`config.mk`:
```
export PLATFORM = sky130hd
export DESIGN_NAME = pc_round_seq
export DESIGN_NICKNAME = d
export VERILOG_FILES = /design/src/rtl/pc_round_seq_pkg.sv /design/src/rtl/pc_round_seq_pc.sv /design/src/rtl/pc_round_seq.sv
export SDC_FILE = /design/constraint.sdc
export NUM_CORES = 1
export LEC_CHECK = 0
export CORE_AREA = 2 2 252 254
export CTS_CLUSTER_SIZE = 24
export DETAILED_ROUTE_END_ITERATION = 10
export DIE_AREA = 0 0 254 256
export PLACE_DENSITY = 0.51
export SLEW_MARGIN = 25
export SYNTH_ARGS = -nofsm -noshare
export SYNTH_HDL_FRONTEND = slang
export SYNTH_SLANG_ARGS = --single-unit
```
`constraint.sdc`:
```
create_clock -name clock_i -period 2.3 [get_ports clock_i]
set_input_delay 0.345 -clock clock_i [delete_from_list [all_inputs] [get_ports clock_i]]
set_output_delay 0.345 -clock clock_i [all_outputs]
set_load 0.02 [all_outputs]
```
`src/rtl/pc_round_seq_pkg.sv`:
```
// ascon_pack: shared types and constants for the ASCON constant-addition
// sequencer.
//   type_state     : 320-bit permutation state, five 64-bit lanes, lane 0 lowest.
//   type_pc_fsm    : sequencer states IDLE / RUN / DONE.
//   round_constant : per-round constant table, entry r = {4'hF - r, r}.
//   rc_lookup      : guarded table read; indices past the last round give 0.
package ascon_pack;

    localparam int ROUND_MAX = 12;
    localparam int ROUND_W   = 4;

    typedef logic [4:0][63:0] type_state;

    typedef enum logic [1:0] {
        IDLE = 2'd0,
        RUN  = 2'd1,
        DONE = 2'd2
    } type_pc_fsm;

    localparam logic [7:0] round_constant [0:ROUND_MAX-1] = '{
        8'hF0, 8'hE1, 8'hD2, 8'hC3, 8'hB4, 8'hA5,
        8'h96, 8'h87, 8'h78, 8'h69, 8'h5A, 8'h4B
    };

    function automatic logic [7:0] rc_lookup(input logic [ROUND_W-1:0] r);
        logic [7:0] rc;
        if (r <= 4'd11) begin
            rc = round_constant[r];
        end else begin
            rc = 8'h00;
        end
        return rc;
    endfunction

endpackage

```
`src/rtl/pc_round_seq_pc.sv`:
```
// pc_round_seq_pc: combinational ASCON constant addition.
// XORs the constant of round_i into the low byte of lane CONST_LANE;
// every other state bit passes through.
//   state_i  in   type_state  state before constant addition
//   round_i  in   4           round index 0..11
//   state_o  out  type_state  state after constant addition
module pc_round_seq_pc
    import ascon_pack::*;
#(
    parameter int CONST_LANE = 2
) (
    input  type_state              state_i,
    input  logic [ROUND_W-1:0]     round_i,
    output type_state              state_o
);

    // Constant addition on the selected lane only.
    always_comb begin
        state_o = state_i;
        state_o[CONST_LANE][7:0] = state_i[CONST_LANE][7:0] ^ rc_lookup(round_i);
    end

endmodule

```
`src/rtl/pc_round_seq.sv`:
```
// pc_round_seq: sequential constant-addition engine for the ASCON permutation.
// Loads a 320-bit state, applies one round constant per clock for rounds
// 12-N .. 11 (N = ROUNDS_A for mode 0, ROUNDS_B for mode 1) and presents the
// result under a valid/ready handshake.
//   clock_i   in   1           clock, rising edge
//   resetb_i  in   1           asynchronous active-low reset
//   start_i   in   1           load state_i and start a permutation
//   mode_i    in   1           0 = p^a, 1 = p^b (sampled with an accepted start)
//   state_i   in   type_state  input state
//   ready_i   in   1           downstream takes state_o while valid_o = 1
//   busy_o    out  1           high in RUN and DONE
//   valid_o   out  1           state_o holds the final result
//   round_o   out  4           round being applied (0 in IDLE, 11 in DONE)
//   state_o   out  type_state  working state register
module pc_round_seq
    import ascon_pack::*;
#(
    parameter int ROUNDS_A   = 12,
    parameter int ROUNDS_B   = 6,
    parameter int CONST_LANE = 2
) (
    input  logic                   clock_i,
    input  logic                   resetb_i,
    input  logic                   start_i,
    input  logic                   mode_i,
    input  type_state              state_i,
    input  logic                   ready_i,
    output logic                   busy_o,
    output logic                   valid_o,
    output logic [ROUND_W-1:0]     round_o,
    output type_state              state_o
);

    if ((ROUNDS_A < 1) || (ROUNDS_A > ROUND_MAX) ||
        (ROUNDS_B < 1) || (ROUNDS_B > ROUND_MAX) ||
        (CONST_LANE < 0) || (CONST_LANE > 4)) begin : g_param_err
        $error("pc_round_seq: ROUNDS_A/ROUNDS_B must be 1..12 and CONST_LANE 0..4");
    end

    localparam logic [ROUND_W-1:0] COUNT_A = 4'(ROUNDS_A);
    localparam logic [ROUND_W-1:0] COUNT_B = 4'(ROUNDS_B);
    localparam logic [ROUND_W-1:0] FIRST_A = 4'(ROUND_MAX - ROUNDS_A);
    localparam logic [ROUND_W-1:0] FIRST_B = 4'(ROUND_MAX - ROUNDS_B);

    type_pc_fsm           fsm_r;
    type_state            state_r;
    logic [ROUND_W-1:0]   round_r;
    logic [ROUND_W-1:0]   remaining_r;
    logic                 busy_r;
    logic                 valid_r;

    type_state            pc_state_s;
    logic [ROUND_W-1:0]   load_round_s;
    logic [ROUND_W-1:0]   load_count_s;

    pc_round_seq_pc #(
        .CONST_LANE (CONST_LANE)
    ) u_pc (
        .state_i (state_r),
        .round_i (round_r),
        .state_o (pc_state_s)
    );

    // First round index and round count for a start in the requested mode.
    always_comb begin
        if (mode_i) begin
            load_round_s = FIRST_B;
            load_count_s = COUNT_B;
        end else begin
            load_round_s = FIRST_A;
            load_count_s = COUNT_A;
        end
    end

    // Sequencer: load on start, one constant per RUN cycle, hold result in DONE.
    always_ff @(posedge clock_i or negedge resetb_i) begin
        if (!resetb_i) begin
            fsm_r       <= IDLE;
            state_r     <= '0;
            round_r     <= 4'd0;
            remaining_r <= 4'd0;
            busy_r      <= 1'b0;
            valid_r     <= 1'b0;
        end else begin
            case (fsm_r)
                IDLE: begin
                    if (start_i) begin
                        fsm_r       <= RUN;
                        state_r     <= state_i;
                        round_r     <= load_round_s;
                        remaining_r <= load_count_s;
                        busy_r      <= 1'b1;
                    end else begin
                        round_r     <= 4'd0;
                    end
                end
                RUN: begin
                    state_r <= pc_state_s;
                    if (remaining_r == 4'd1) begin
                        // Last round: round_r stays at 11 instead of wrapping.
                        fsm_r       <= DONE;
                        valid_r     <= 1'b1;
                        remaining_r <= 4'd0;
                    end else begin
                        round_r     <= round_r + 4'd1;
                        remaining_r <= remaining_r - 4'd1;
                    end
                end
                DONE: begin
                    if (ready_i) begin
                        valid_r <= 1'b0;
                        if (start_i) begin
                            // Back-to-back load: busy stays high.
                            fsm_r       <= RUN;
                            state_r     <= state_i;
                            round_r     <= load_round_s;
                            remaining_r <= load_count_s;
                        end else begin
                            fsm_r   <= IDLE;
                            round_r <= 4'd0;
                            busy_r  <= 1'b0;
                        end
                    end else begin
                        valid_r <= 1'b1;
                    end
                end
                default: begin
                    fsm_r       <= IDLE;
                    round_r     <= 4'd0;
                    remaining_r <= 4'd0;
                    busy_r      <= 1'b0;
                    valid_r     <= 1'b0;
                end
            endcase
        end
    end

    assign busy_o  = busy_r;
    assign valid_o = valid_r;
    assign round_o = round_r;
    assign state_o = state_r;

endmodule

```
==> flow_summary.toml <==
[setup_path]
r2r_cells = 7
r2r_slack_ns = 0.16
critPathSlowestCell = "clkdlybuf4s50_1"
worstPathRequired_ns = 1.96
r2r-start = "fsm_r[0]$_DFFE_PN0P_"
r2r_end = "state_o[289]$_DFFE_PN0P_"
worstSetupPathType = "register to primary output"
critPathArrivalTime_ns = 1.80
path_delay_family = "buffers and inverters"
path_max_fanout = 13
max_stage_delay_ns = 0.69
cp-start-kind = "register"
critPathBufInv = 1
critPathCaptureType = "primary output"
cp_cell_sequence = "clkdlybuf4s50_1"

[global_route]
grt_antenna_before_repair = 3
grt_pass1_wl_um = 68200
grt_max_degree = 50
first_global_vias = 10300
grt-ovfl-total = 0
track_usage = 0.138

[power_and_ir_drop]
ir_drop_v = 0.000785
p_comb_frac = 0.531
p_sw_uw = 13100
switching_share = 0.352
p_seq_frac = 0.290
clkPwrFrac = 0.179
p_int_uw = 24100
leakage_uw = 0.00990
cellPowerDensity_mw_per_mm2 = 1600

[detailed_routing]
routed-via-count = 9437
vias_per_cell = 3.95
wl_um = 46400
drc = 0
first_pass_iters = 4
ant_nets = 0
first_iter_violations = 349
drt-wirelength-per-cell_um = 19.4

[placed_design]
port_buffers = 650
gp_congestion = 0.804
dp_slack_ns = 0.111
dpl.hpwl_um = 35300
placed_area_sq_mm = 0.0218

[cts]
cts.htree.levels = 2
clock_sinks = 332
cts_made_buffers = 42
clkTransAtPathRegs_ns = 0.06
cts_setup_buffers = 0
root_buffer = "clkbuf_16"
tritoncts = "yes"
clock_latency_ns = 0.55
cts_buffer_depth = 3

[timing]
drv_slew = 0
fin_crit_sh = 0.934
hold_viol_final = 0
hold_slack_ns = 0.296
post-route-min-period_ns = 2.15
fin_skew_ns = 0.0139
slew_headroom = 0.696
timing.final.ws_setup_ns = 0.151
finalSetupViolations = 0
tightest_slew_ns = 0.455
rsz0062_at_grt = "false"
fmax_mhz = 465
fin_tns_setup_ns = 0

[die]
num_io_pins = 651
die_area_sq_mm = 0.0650
start_util = 0.230
fp.dieH_um = 256
coreArea_sq_mm = 0.0624
die_w_um = 254
rows = 92

[synthesis]
synth-seq-cells = 332
ys_types = 42
yosysWarnings = 0
syn_avg_cell_area_sq_um = 17.6
yosysSeqAreaShare = 0.578
synth_area_sq_mm = 0.0144
syn_nets = 1147
synthCells = 815

[cells_and_area]
fin_area_sq_mm = 0.0232
syn_to_final_growth_pct = 61.2
final_common_cell = "clkdlybuf4s50_1"
n_fill_cell = 6000
utilization = 0.372
drive_above_1_share = 0.280
layout_common_cells = "649 x clkdlybuf4s50_1, 332 x dfrtp_1, 280 x mux2_4, 43 x clkbuf_16, 33 x mux2_2"
nets = 1844

[flow_run]
maxCapViolations = 0

[hold_path]
hold_path.class = "input port to async pin"

[run_status]
outcome = "finished, final reports clean"
==> registers in the layout, summed over array words and instances (netlist names) <==
register	cells
valid_o	1
remaining_r	4
round_o	4
state_o	320
busy_o	1
fsm_r	2
==> through the flow <==
stage / cells / power, uW
2_1_floorplan: 815 / 22500
6_report: 2390 / 37100
3_3_place_gp: 2313 / 30600
4_1_cts: 2389 / 37700
3_5_place_dp: 2313 / 30700
5_1_grt: 2390 / 39100
==> area by class of cell <==
cell class	count	area, sq um	area share
Clock inverter	11	120	0.00518
Tap cell	846	1060	0.0457
Sequential cell	332	8310	0.358
Multi-Input combinational cell	428	5340	0.230
Inverter	13	48.8	0.00210
Timing Repair Buffer	695	7040	0.304
Clock buffer	64	1260	0.0546
Antenna cell	1	2.50	0.000108
==> per-layer routing <==
| metal | track usage | up-vias | share of wire |
|---|---|---|---|
| li1 | - | 4283 | - |
| met1 | 0.155 | 4692 | 0.38 |
| met2 | 0.244 | 385 | 0.51 |
| met3 | 0.0465 | 73 | 0.089 |
| met4 | 0.0449 | 4 | 0.026 |
| met5 | 0 | - | 0.00050 |
==> Yosys cell counts (all sizes together) <==
cell type,instances,area share
dfrtp,332,0.58
mux2,313,0.32
buf,38,0.047
nor2,20,0.0065
o21ai,20,0.0072
inv,13,0.0034
ha,7,0.0061
nand2,7,0.0018
a21oi,6,0.0021
a221oi,6,0.0037
nor2b,6,0.0026
clkbuf,4,0.0010
nand2b,4,0.0017
o2111ai,4,0.0024
nand3,3,0.0010
o31ai,3,0.0016
or2,3,0.0013
a21boi,2,0.0010
a21o,2,0.0010
a221o,2,0.0014
a31oi,2,0.00087
mux2i,2,0.0023
nor3,2,0.00070
nor3b,2,0.0010
o21a,2,0.0010
or3,2,0.00087
a22oi,1,0.00052
a311oi,1,0.00061
a32oi,1,0.00061
nand4,1,0.00044
o22a,1,0.00061
o311ai,1,0.00061
or3b,1,0.00061
or4b,1,0.00070
==> how the worst max path moves through the flow <==
| stage | cells past startpoint | end | start | slack (ns) |
|---|---|---|---|---|
| CTS | 1 | round_o[2] | round_o[2]$_DFFE_PN0P_ | 0.09 |
| global route | 7 | state_o[278]$_DFFE_PN0P_ | fsm_r[0]$_DFFE_PN0P_ | 0.03 |
| detailed placement | 6 | state_o[289]$_DFFE_PN0P_ | ready_i | 0.11 |
| finish | 1 | round_o[2] | round_o[2]$_DFFE_PN0P_ | 0.15 |
| global placement | 6 | state_o[277]$_DFFE_PN0P_ | start_i | 0.12 |
| floorplan | 8 | state_o[0]$_DFFE_PN0P_ | fsm_r[0]$_DFFE_PN0P_ | 0.38 |
==> power groups by stage <==
stage / Clock (uW) / Combinational (uW) / Sequential, uW
6_report: 6630 / 19700 / 10800
5_1_grt: 7170 / 20700 / 11200
4_1_cts: 6920 / 20000 / 10800
3_5_place_dp: 0 / 19900 / 10800
3_3_place_gp: 0 / 19800 / 10800
2_1_floorplan: 0 / 8290 / 14200
==> repair_timing <==
item | CTS | global route
setup endpoints to repair | 0 | 2
resized for setup | 0 | 1
hold endpoints to repair | 33 | 0
hold buffers | 1 | 0
==> logic make-up after synthesis <==
| group | Yosys count | share of synthesized area |
|---|---|---|
| flops | 332 | 0.578 |
| mux | 315 | 0.320 |
| buf+inv | 55 | 0.0510 |
| compound gates | 54 | 0.0253 |
| simple gates | 52 | 0.0194 |
| fa+ha+maj | 7 | 0.00609 |
No activity file was read; power rests on OpenSTA's default activity.
